$ cat src/rtl/kgp_fetch_pkg.sv
// Shared types and defaults for the instruction fetch sequencer.
package kgp_fetch_pkg;

    localparam logic [31:0] DEF_RESET_PC = 32'h0000_0000;
    localparam int unsigned DEF_PC_STEP  = 4;

    // Sequencer states: request outstanding, instruction parked during stall,
    // in-flight request that must be thrown away after a redirect.
    typedef enum logic [1:0] {
        REQ  = 2'd0,
        HOLD = 2'd1,
        DROP = 2'd2
    } fetch_state_e;

    // What the IF/ID output registers do on the next edge.
    typedef enum logic [1:0] {
        OUT_KEEP   = 2'd0,
        OUT_BUBBLE = 2'd1,
        OUT_MEM    = 2'd2,
        OUT_BUF    = 2'd3
    } out_sel_e;

    // One fetched instruction together with the address it came from.
    typedef struct packed {
        logic [31:0] instr;
        logic [31:0] pc;
    } fetch_ent_t;

    // Sequential PC advance; wraps modulo 2^32 by construction.
    function automatic logic [31:0] pc_inc(input logic [31:0] pc, input logic [31:0] step);
        return pc + step;
    endfunction

endpackage

$ cat src/rtl/fetch_hold_buf.sv
// Single-entry parking buffer for an instruction that arrived while the
// downstream IF/ID register was stalled.
module fetch_hold_buf
    import kgp_fetch_pkg::*;
(
    input  logic       clk,
    input  logic       reset,
    input  logic       load,
    input  logic       clear,
    input  fetch_ent_t din,
    output logic       vld,
    output fetch_ent_t dout
);

    // Load wins over clear; both never coincide in the sequencer.
    always_ff @(posedge clk) begin
        if (!reset) begin
            vld  <= 1'b0;
            dout <= '0;
        end else if (load) begin
            vld  <= 1'b1;
            dout <= din;
        end else if (clear) begin
            vld  <= 1'b0;
            dout <= '0;
        end
    end

endmodule

$ cat src/rtl/fetch_sequencer.sv
// Instruction fetch sequencer: issues sequential fetches, parks one
// instruction across downstream stalls and discards data on redirects.
module fetch_sequencer
    import kgp_fetch_pkg::*;
#(
    parameter logic [31:0] RESET_PC = DEF_RESET_PC,
    parameter int unsigned PC_STEP  = DEF_PC_STEP
) (
    input  logic        clk,
    input  logic        reset,
    output logic        imem_req,
    output logic [31:0] imem_addr,
    input  logic        imem_ack,
    input  logic [31:0] imem_rdata,
    input  logic        stall,
    input  logic        redirect,
    input  logic [31:0] redirect_pc,
    output logic        if_valid,
    output logic [31:0] if_instr,
    output logic [31:0] if_pc,
    output logic [31:0] fetch_count
);

    localparam logic [31:0] STEP = 32'(PC_STEP);

    fetch_state_e state, state_n;
    logic [31:0]  pc, pc_n;
    logic [31:0]  tgt, tgt_n;
    out_sel_e     out_sel;
    logic         buf_load, buf_clr, buf_vld;
    fetch_ent_t   buf_q;
    fetch_ent_t   buf_d;

    // The request is only dropped while parked in HOLD; reset kills it
    // combinationally so a late ack during reset is never consumed.
    assign imem_req  = reset && (state != HOLD);
    assign imem_addr = pc;
    assign buf_d     = '{instr: imem_rdata, pc: pc};

    fetch_hold_buf u_hold (
        .clk   (clk),
        .reset (reset),
        .load  (buf_load),
        .clear (buf_clr),
        .din   (buf_d),
        .vld   (buf_vld),
        .dout  (buf_q)
    );

    // State register.
    always_ff @(posedge clk) begin
        if (!reset) state <= REQ;
        else        state <= state_n;
    end

    // Next-state, PC/target selection and output-register control.
    // Redirect is tested first everywhere so it beats stall.
    always_comb begin
        state_n  = state;
        pc_n     = pc;
        tgt_n    = tgt;
        out_sel  = OUT_KEEP;
        buf_load = 1'b0;
        buf_clr  = 1'b0;
        unique case (state)
            REQ: begin
                if (redirect) begin
                    out_sel = OUT_BUBBLE;
                    if (imem_ack) begin
                        pc_n = redirect_pc;
                    end else begin
                        // Data for the old pc is still coming; remember where to go.
                        tgt_n   = redirect_pc;
                        state_n = DROP;
                    end
                end else if (imem_ack) begin
                    pc_n = pc_inc(pc, STEP);
                    if (stall) begin
                        buf_load = 1'b1;
                        state_n  = HOLD;
                    end else begin
                        out_sel = OUT_MEM;
                    end
                end else if (!stall) begin
                    out_sel = OUT_BUBBLE;
                end
            end
            HOLD: begin
                if (redirect) begin
                    buf_clr = 1'b1;
                    pc_n    = redirect_pc;
                    out_sel = OUT_BUBBLE;
                    state_n = REQ;
                end else if (!stall) begin
                    buf_clr = 1'b1;
                    out_sel = buf_vld ? OUT_BUF : OUT_BUBBLE;
                    state_n = REQ;
                end
            end
            DROP: begin
                // Nothing deliverable while the stale response drains.
                out_sel = OUT_BUBBLE;
                if (redirect) tgt_n = redirect_pc;
                if (imem_ack) begin
                    pc_n    = redirect ? redirect_pc : tgt;
                    state_n = REQ;
                end
            end
            default: begin
                out_sel = OUT_BUBBLE;
                state_n = REQ;
            end
        endcase
    end

    // PC, redirect target and IF/ID output registers.
    always_ff @(posedge clk) begin
        if (!reset) begin
            pc          <= RESET_PC;
            tgt         <= '0;
            if_valid    <= 1'b0;
            if_instr    <= '0;
            if_pc       <= '0;
            fetch_count <= '0;
        end else begin
            pc  <= pc_n;
            tgt <= tgt_n;
            unique case (out_sel)
                OUT_BUBBLE: if_valid <= 1'b0;
                OUT_MEM: begin
                    if_valid    <= 1'b1;
                    if_instr    <= imem_rdata;
                    if_pc       <= pc;
                    fetch_count <= fetch_count + 32'd1;
                end
                OUT_BUF: begin
                    if_valid    <= 1'b1;
                    if_instr    <= buf_q.instr;
                    if_pc       <= buf_q.pc;
                    fetch_count <= fetch_count + 32'd1;
                end
                default: ;
            endcase
        end
    end

endmodule

$ cat config.mk
export PLATFORM = sky130hd
export DESIGN_NAME = fetch_sequencer
export DESIGN_NICKNAME = d
export VERILOG_FILES = /design/src/rtl/kgp_fetch_pkg.sv /design/src/rtl/fetch_hold_buf.sv /design/src/rtl/fetch_sequencer.sv
export SDC_FILE = /design/constraint.sdc
export NUM_CORES = 1
export LEC_CHECK = 0
export ABC_CLOCK_PERIOD_IN_PS = 3770
export CAP_MARGIN = 15
export CORE_ASPECT_RATIO = 0.7
export CORE_MARGIN = 2
export CORE_UTILIZATION = 56
export CTS_CLUSTER_SIZE = 8
export DETAILED_ROUTE_END_ITERATION = 16
export PLACE_DENSITY = 0.85
export SYNTH_ARGS = -nofsm -noshare
export SYNTH_HDL_FRONTEND = slang
export SYNTH_SLANG_ARGS = --single-unit
export TNS_END_PERCENT = 30
$ cat constraint.sdc
create_clock -name clk -period 3.77 [get_ports clk]
set_clock_uncertainty 0.05 [all_clocks]
set_input_delay 0.754 -clock clk [delete_from_list [all_inputs] [get_ports clk]]
set_output_delay 0.754 -clock clk [all_outputs]
set_load 0.03 [all_outputs]
==> impl_metrics.py, run 1 <==
metrics = {
    "timing": {
        "relSlewSlack_pct": 42.2,
        "setup_tns_ps": 0,
        "holdWs_ps": 405,
        "tightest_slew_ps": 866,
        "fin_crit_sh_pct": 73.8,
        "finalSetupViolCount": 0,
        "setup_ws_ps": 986,
        "hold_violations": 0,
        "min_period_ps": 2780,
        "fmax_mhz": 359,
        "rsz0062_at_grt": "false",
        "report.final.slew_viol_count": 0,
    },
    "global_routing": {
        "antenna_found_initial": 0,
        "grt-ovfl-total": 0,
        "grt_max_degree": 196,
        "grt_usage_pct": 29.0,
        "grt_first_pass_wirelength_microns": 45100,
        "grt_pass1_vias": 8944,
    },
    "placed_design": {
        "place_ws_ps": 625,
        "place_hpwl_microns": 18400,
        "port_buffers": 198,
        "place_congestion": 0.914,
    },
    "setup_path": {
        "critPathKind": "flip-flop to flip-flop",
        "crit_start": "state[1]",
        "worstPathRequired_ps": 4120,
        "endpoint_kind": "flip-flop",
        "critPathMaxFanout": 12,
        "cp-start-kind": "flip-flop",
        "crit_path_cell_trace": "inv_1, ha_1, a22oi_1, nor4b_4, nand4_1, or3_1, a21oi_1",
        "reg2reg_from": "state[1]",
        "cp_slowest_cell": "nor4b_4",
        "critPathMaxStageDelay_ps": 660,
        "worstPathArrival_ps": 3140,
    },
    "yosys": {
        "synth_cell_types": 64,
        "synth-edff-count": 0,
        "syn_avg_cell_area_sq_um": 8.41,
        "synthArstFlopShare_pct": 0,
        "synth_area_sq_um": 10200,
        "ys_ff_latch": 228,
        "ys_seq_area_share_pct": 44.8,
        "post_synth_inst_count": 1210,
        "ys.flop_type": "dfxtp_1",
        "yosys_warnings": 0,
        "syn_nets": 1285,
    },
    "detailed_routing": {
        "vias_per_cell": 6.17,
        "wl_per_cell_microns": 18.2,
        "vias": 9853,
        "dr.pass1.iters": 7,
        "drt_iter0_markers": 1167,
        "ant_nets": 0,
        "drc": 0,
        "wl_microns": 29000,
    },
    "die": {
        "rows": 41,
        "fp.dieW_microns": 165,
        "dieArea_sq_um": 19300,
        "io_pins": 199,
        "core_sq_um": 17900,
        "start_util_pct": 56.9,
        "die_h_microns": 117,
    },
    "outcome": {
        "status": "finished clean",
    },
    "pwr": {
        "ir_drop_v": 0.000312,
        "p_total_w": 0.00684,
        "power_density_nw_per_um2": 518,
        "power_leakage_nw": 4.74,
    },
    "cells_and_area": {
        "fillCellCount": 1348,
        "antennaDiodeCount": 0,
        "layout.nets": 1436,
        "final_layout_size_suffix_gt1_share_pct": 6.39,
        "area_delta_synth_final_pct": 29.6,
    },
    "clock_tree": {
        "cts_num_sinks": 228,
        "holdBufCountCts": 0,
        "ctsLongestPathBuffers": 3,
        "postCtsSetupRepairBufs": 0,
        "numCtsBuffers": 34,
        "cts_resized": 0,
        "clock_latency_ps": 490,
        "cts_tree": "yes",
        "root_buffer": "clkbuf_16",
        "path_clk_slew_ps": 50,
        "ctsHtreeMaxLevel": 2,
    },
    "job": {
        "maxCapViolCount": 0,
    },
    "hold_path": {
        "hold_path_class": "flip-flop to flip-flop",
        "hp-start": "tgt[3]",
    },
}
registers in the layout (all words and copies together) (netlist names):
signal       cells
u_hold.dout     64
fetch_count     32
if_instr        32
if_pc           32
imem_addr       32
tgt             32
state            2
if_valid         1
u_hold.vld       1
critical path, delay by kind of cell (launching register included):
family                     cells  cell delay (ps)
buffers and inverters          1              120
DFF                            1              330
and+or+nand+nor                3             1310
AOI/OAI and AO/OA              2              440
adders and majority gates      1              450
worst paths after layout:
check               endpoint  slack [ps]  cells past startpoint
min                   tgt[3]         400                      2
max reg2reg  fetch_count[31]         990                      7
max          fetch_count[31]         990                      7
min reg2reg           tgt[3]         400                      2
layer usage:
metal / global-route usage [%] / share of wire (%) / routed length (microns)
met3: 4.93 / 8.8 / 2560
met1: 38.7 / 42 / 12300
met4: 10.1 / 3.0 / 874
met2: 48.1 / 46 / 13300
met5: 0 / 0 / 0
cell families after synthesis:
kind of cell / synth area share (%)
and+or+nand+nor: 21.0
AOI/OAI and AO/OA: 21.0
DFF: 44.8
buffers and inverters: 4.99
muxes: 4.78
xor gates and xnor gates: 2.67
adders and majority gates: 0.737
per-stage QoR:
stage | instances | utilization, % | instance area, sq um
floorplan | 1210 | - | 10200
global placement | 1561 | 68.6 | 12300
detailed placement | 1561 | 68.6 | 12300
CTS | 1598 | 73.7 | 13200
global route | 1598 | 73.7 | 13200
finish | 1598 | 73.7 | 13200
report_power, final:
part	switching [W]	total, W	internal, W
sequential	0.000190	0.00276	0.00257
clock	0.000983	0.00267	0.00169
combinational	0.000843	0.00140	0.000557
area by class of cell:
cell class,count,area (sq um),area share (%)
multi-input cells,862,5150,39.1
flip-flops and latches,228,4560,34.6
clock buffers,35,876,6.64
clock inverters,2,38.8,0.294
inverters,15,61.3,0.465
repair buffers,220,2210,16.7
well taps,236,295,2.24
Yosys cell counts (5+ instances only):
cell type,count,area (sq um)
nor2b_1,5,31.3
mux2_2,5,56.3
a221oi_1,5,43.8
o22ai_1,5,31.3
nand2_1,165,619
nor2_1,174,653
and4_1,6,52.6
buf_2,24,120
or3_1,6,37.5
dfxtp_1,228,4560
nand2b_1,5,31.3
and3_1,15,93.8
nand3_1,23,115
a211oi_1,39,293
a22oi_1,76,571
nand4_1,31,194
clkbuf_1,66,248
mux2i_1,43,430
buf_1,9,33.8
nor4_1,6,37.5
nor3_1,6,30.0
a21oi_1,80,400
inv_1,13,48.8
o221a_2,5,56.3
a311oi_1,30,263
ha_1,6,75.1
and2_1,16,100
xor2_1,17,149
o21ai_0,25,125
a31oi_1,5,31.3
xnor2_1,14,123
cell usage in the layout (no fill, tap or decap), types with 5 or more instances in the layout:
cell and instances:
dfxtp_1 228, clkdlybuf4s50_1 197, nor2_1 172, nand2_1 165
a21oi_1 78, a22oi_1 76, mux2i_1 43, a211oi_1 39
clkbuf_16 35, nand4_1 31, a311oi_1 30, o21ai_0 25
nand3_1 23, buf_4 18, xor2_1 17, and2_1 16
and3_1 15, xnor2_1 14, inv_1 13, and4_1 6
nor4_1 6, nor3_1 6, or3_1 6, ha_1 6
nand2b_1 5, nor2b_1 5, a221oi_1 5, a31oi_1 5
o221a_2 5, o22ai_1 5, mux2_2 5, buf_12 5
Note: power is estimated with default switching activity, not from simulation.
==> inputs of run 2 (changes only) <==
- ABC_CLOCK_PERIOD_IN_PS: 3770 -> 2890
- CORE_UTILIZATION: 56 -> 52
- PLACE_DENSITY: 0.85 -> 0.8
- clock period: 3.77 -> 2.89 ns (I/O delays scaled with it)
==> run 2 against run 1 <==
Net effect:
- register-to-register slack got worse by 580 ps
- non-clock buffer count increased by 17
- hold slack got worse by 2.5 ps
- final cell count increased by 2.8%
- first-iteration DRC count decreased by 2.2%
- via count decreased by 0.90%
- critical path type unchanged
- critical endpoint is now imem_addr[8]
==> impl_metrics.py, run 2 (synthesized netlist as in run 1, its figures left out) <==
metrics = {
    "cells_and_area": {
        "largest_register_ff_count": 64,
        "final_layout_size_suffix_gt1_share_pct": 7.54,
        "antennaDiodeCount": 0,
        "final_cell_mix": "dfxtp_1 (228), clkdlybuf4s50_1 (197), nor2_1 (172), nand2_1 (165), a21oi_1 (78)",
        "regMostFlops": "u_hold.dout",
        "layout.nets": 1453,
        "area_delta_synth_final_pct": 31.6,
        "mostFrequentLayoutCell": "dfxtp_1",
        "fillCellCount": 1507,
    },
    "die": {
        "core_sq_um": 19000,
        "io_pins": 199,
        "dieArea_sq_um": 20700,
        "fp.dieW_microns": 171,
        "rows": 42,
        "start_util_pct": 53.5,
        "die_h_microns": 121,
    },
    "timing": {
        "hold_violations": 0,
        "setup_tns_ps": 0,
        "relSlewSlack_pct": 52.1,
        "min_period_ps": 2480,
        "report.final.slew_viol_count": 0,
        "fmax_mhz": 403,
        "rsz0062_at_grt": "false",
        "fin_crit_sh_pct": 85.8,
        "tightest_slew_ps": 711,
        "finalSetupViolCount": 0,
    },
    "setup_path": {
        "worstPathArrival_ps": 2810,
        "endpoint_kind": "flip-flop",
        "critPathKind": "flip-flop to flip-flop",
        "worstPathRequired_ps": 3220,
        "cp-start-kind": "flip-flop",
        "critPathMaxFanout": 19,
    },
    "global_routing": {
        "grt_max_degree": 107,
        "grt_usage_pct": 27.2,
        "grt-ovfl-total": 0,
        "antenna_found_initial": 0,
        "grt_first_pass_wirelength_microns": 45900,
        "grt_pass1_vias": 9053,
    },
    "clock_tree": {
        "ctsLongestPathBuffers": 3,
        "ctsHtreeMaxLevel": 2,
        "holdBufCountCts": 0,
        "root_buffer": "clkbuf_16",
        "numCtsBuffers": 34,
        "path_clk_slew_ps": 50,
        "cts_num_sinks": 228,
        "postCtsSetupRepairBufs": 0,
        "cts_tree": "yes",
        "cts_resized": 0,
        "clock_latency_ps": 490,
    },
    "pwr": {
        "power_density_nw_per_um2": 667,
        "power_leakage_nw": 4.83,
        "ir_drop_v": 0.000506,
        "p_total_w": 0.00894,
    },
    "placed_design": {
        "place_congestion": 0.893,
        "place_hpwl_microns": 19100,
        "port_buffers": 198,
    },
    "detailed_routing": {
        "vias": 9764,
        "drt_iter0_markers": 1141,
        "drc": 0,
        "wl_per_cell_microns": 17.6,
        "ant_nets": 0,
        "wl_microns": 28900,
        "dr.pass1.iters": 7,
        "vias_per_cell": 5.94,
    },
    "outcome": {
        "status": "finished clean",
    },
    "hold_path": {
        "hold_path_class": "flip-flop to flip-flop",
    },
    "job": {
        "maxCapViolCount": 0,
    },
}
run 2: worst max-delay path, cell delays in order (launching register included):
cell and delay [ps]:
dfxtp_1 350, inv_1 100, ha_1 560, nor2b_1 210, o21ai_2 60, buf_4 200
a221oi_1 480, o21ai_0 190, o211a_1 160
run 2: through the flow:
| stage | utilization, % | worst slack [ps] | instances | cell area, sq um | hold slack [ps] |
|---|---|---|---|---|---|
| 4_1_cts | 70.4 | 407 | 1643 | 13400 | 403 |
| 3_5_place_dp | 65.6 | 110 | 1606 | 12500 | 397 |
| 6_report | 70.4 | 411 | 1643 | 13400 | 402 |
| 5_1_grt | 70.4 | 243 | 1643 | 13400 | 422 |
| 3_3_place_gp | 65.6 | 185 | 1606 | 12500 | 391 |
| 2_1_floorplan | - | 495 | 1210 | 10200 | 384 |
run 2: final cells by class:
type	instances	area [sq um]	share of cell area [%]
Clock buffer	35	876	6.54
Tap cell	264	330	2.47
Sequential cell	228	4560	34.1
Multi-Input combinational cell	862	5150	38.5
Clock inverter	2	38.8	0.290
Inverter	15	61.3	0.458
Timing Repair Buffer	237	2370	17.7
run 2: path summary, 6_finish.rpt:
kind	end	cells after the start	start	slack, ps
setup / recovery	imem_addr[8]	8	state[0]	410
hold / removal	tgt[21]	2	tgt[21]	400
setup reg to reg	imem_addr[8]	8	state[0]	410
hold reg to reg	tgt[21]	2	tgt[21]	400
run 2: report_power, final:
group,internal [W],switching [W]
combinational,0.000753,0.00111
clock,0.00221,0.00128
sequential,0.00336,0.000238
total,0.00632,0.00262
run 2: metal layers:
layer / GRT usage, % / vias to the layer above / part of all wire (%)
li1: - / 4665 / -
met3: 5.64 / 58 / 8.7
met2: 43.1 / 445 / 45
met5: 0 / - / 0
met1: 37.2 / 4596 / 44
met4: 9.06 / 0 / 2.4
==> patch: new RTL, config.mk and constraints of run 2 <==
Encoding of `fetch_state_e`: now one-hot (3 bits for 3 states).
--- a/src/rtl/kgp_fetch_pkg.sv
+++ b/src/rtl/kgp_fetch_pkg.sv
@@ -8,6 +8,6 @@
     // in-flight request that must be thrown away after a redirect.
-    typedef enum logic [1:0] {
-        REQ  = 2'd0,
-        HOLD = 2'd1,
-        DROP = 2'd2
+    typedef enum logic [2:0] {
+        REQ  = 3'b001,
+        HOLD = 3'b010,
+        DROP = 3'b100
     } fetch_state_e;
Function: no difference found for any inputs over 4 cycles, from zero or initial values and one cycle with reset low; so few cycles prove little.
==> patch against run 2 <==
- worst setup slack better by 0.0015 ns
- sequential power fell by 3%
- cell count up 0.91%
- sequential cell count grew 1
- design area up 2.0%
- global-route usage grew 0.64 points
- routed wire length up 5.5%
- total power fell by 7.1%
- synthesized area rose by 1.9%
- largest cell class unchanged
- largest power group unchanged
==> patch: results (changes against run 2) <==
* DR WL/cell at 18.4 um (+4.5%)
* Htree depth at 2 (unchanged)
* Pre-Repair DR Iteration Count at 5 (-2)
* Slowest library cell on the worst path: nor4_2
* Clk root buf: clkbuf_16
* Reg clk slew, reported paths at 0.05 ns (about the same)
* Syn. warnings at 0 (unchanged)
* Clock Tree Buf Depth at 3 (unchanged)
* Nets at 1,457 (+0.28%)
* Number of global-route vias before repair at 9,518 (+5.1%)
* Crit Path Max Fanout at 9 (-10)
* Cell family with the largest share of critical-path delay: simple AND/OR/NAND/NOR gates
* Clock latency on the worst-skew pair at 0.49 ns (about the same)
* Leak Pwr at 4.88 nW (+1.1%)
* Synth Net Count at 1,283 (-0.16%)
* Drt first-iter violations at 887 (-22%)
* Port bufs at 198 (unchanged)
* CP arrival at 2.81 ns (about the same)
* ANT cells at 0 (unchanged)
* Final GP Congestion at 0.885 (-0.85%)
* Initial antenna violation count at 1 (+1)
* Number of flip-flops in the largest register at 64 (unchanged)
* DPL Wire Length at 20.1 mm (+5.4%)
* Most flop-heavy register: u_hold.dout
* Hold crit path type: reg2reg
* Synth cell count leaders: dfxtp_1 (229), a21oi_1 (137), nor2_1 (111), o21ai_0 (103), nand2_1 (97)
* TritonCTS buffer count at 34 (unchanged)
* Post-CTS Setup Repair Bufs at 0 (unchanged)
* Post-synth cell types at 66 (+3.1%)
* Post_cts resized at 0 (unchanged)
* First-pass GRT wire length at 48.5 mm (+5.7%)
* Synth area leaders: dfxtp_1 (44%), a21oi_1 (6.6%), mux2i_1 (6.6%)
* Final TNS setup at 0 ns (unchanged)
* Seq/Total Area, Yosys at 44.2% (-0.63 points)
* Slowest cell delay on critical path at 0.82 ns (+0.26 ns)
* Int Pwr at 0.00603 W (-4.5%)
* Status: complete, no violations
* Worst slew pin tran at 0.773 ns (+0.0616 ns)
* Share of cells above drive strength 1 at 8.00% (+0.46 points)
* Ys async rst share at 0% (unchanged)
* Largest net degree at the start of global routing at 83 (-22%)
* Maximum VDD drop at 0.356 mV (-30%)
* DR DRC count at 0 (unchanged)
* Gr usage total at 27.9% (+0.64 points)
* Vias at 10,048 (+2.9%)
-- patch: cell count changes after synthesis, sizes merged, moves of 8 or more --
| cell | run 2 | this run |
|---|---|---|
| o21ai | 26 | 106 |
| nand2 | 165 | 97 |
| nor2 | 174 | 111 |
| a21oi | 80 | 137 |
| a211oi | 39 | 1 |
| a311oi | 30 | 0 |
| mux2i | 43 | 68 |
| and2 | 17 | 2 |
| a221oi | 5 | 15 |
| nand4 | 33 | 23 |
| o21a | 2 | 11 |
| xor2 | 17 | 26 |
| or4 | 0 | 8 |
-- patch: per-layer routing --
layer	vias up	share of wire (%)	track usage, %
met4	2	2.8	10.4
met5	-	0.036	0
met3	75	7.6	6.68
met2	414	45	45.0
met1	4796	44	36.6
li1	4761	-	-
-- patch: stage by stage --
step	area (um^2)	utilization (%)	std cells	setup slack, ns
3_5_place_dp	12700	64.7	1619	0.0235
6_report	13700	69.4	1658	0.413
3_3_place_gp	12700	64.7	1619	0.0793
5_1_grt	13700	69.4	1658	0.249
4_1_cts	13700	69.4	1657	0.411
2_1_floorplan	10400	-	1212	0.602
-- patch: layout make-up --
class                           instances  area (um^2)
Fill cell                            1542         6020
Multi-Input combinational cell        863         5320
Sequential cell                       229         4580
Timing Repair Buffer                  244         2460
Clock buffer                           35          876
Tap cell                              270          338
Inverter                               14         55.1
Clock inverter                          3         37.5
-- patch: cell families after synthesis --
| family | count (synthesis) | synth area share (%) |
|---|---|---|
| compound gates | 414 | 24.8 |
| fa+ha+maj | 2 | 0.241 |
| xor+xnor | 34 | 2.87 |
| buf+inv | 120 | 4.85 |
| mux | 75 | 7.32 |
| simple gates | 338 | 15.7 |
| flops | 229 | 44.2 |
-- patch: worst paths after layout --
| check | startpoint | to | slack, ns | cells after the start |
|---|---|---|---|---|
| worst max-delay path | imem_addr[4] | imem_addr[31] | 0.41 | 5 |
| worst min-delay path | tgt[25] | tgt[25] | 0.40 | 2 |
| worst max register to register | imem_addr[4] | imem_addr[31] | 0.41 | 5 |
| worst min register to register | tgt[25] | tgt[25] | 0.40 | 2 |
-- patch: power by group through the flow --
stage	clock (W)	combinational [W]	sequential (W)
floorplan	0	0.000632	0.00368
global placement	0	0.00131	0.00355
detailed placement	0	0.00133	0.00355
CTS	0.00350	0.00134	0.00349
global route	0.00363	0.00144	0.00352
finish	0.00346	0.00135	0.00350
-- patch: worst reg2reg max path, cell delays in order (launching register included) --
cell and delay (ns):
dfxtp_1 0.51, nand4_1 0.47, nor4_2 0.83, nand3_1 0.21, mux2i_1 0.20, a21oi_1 0.09
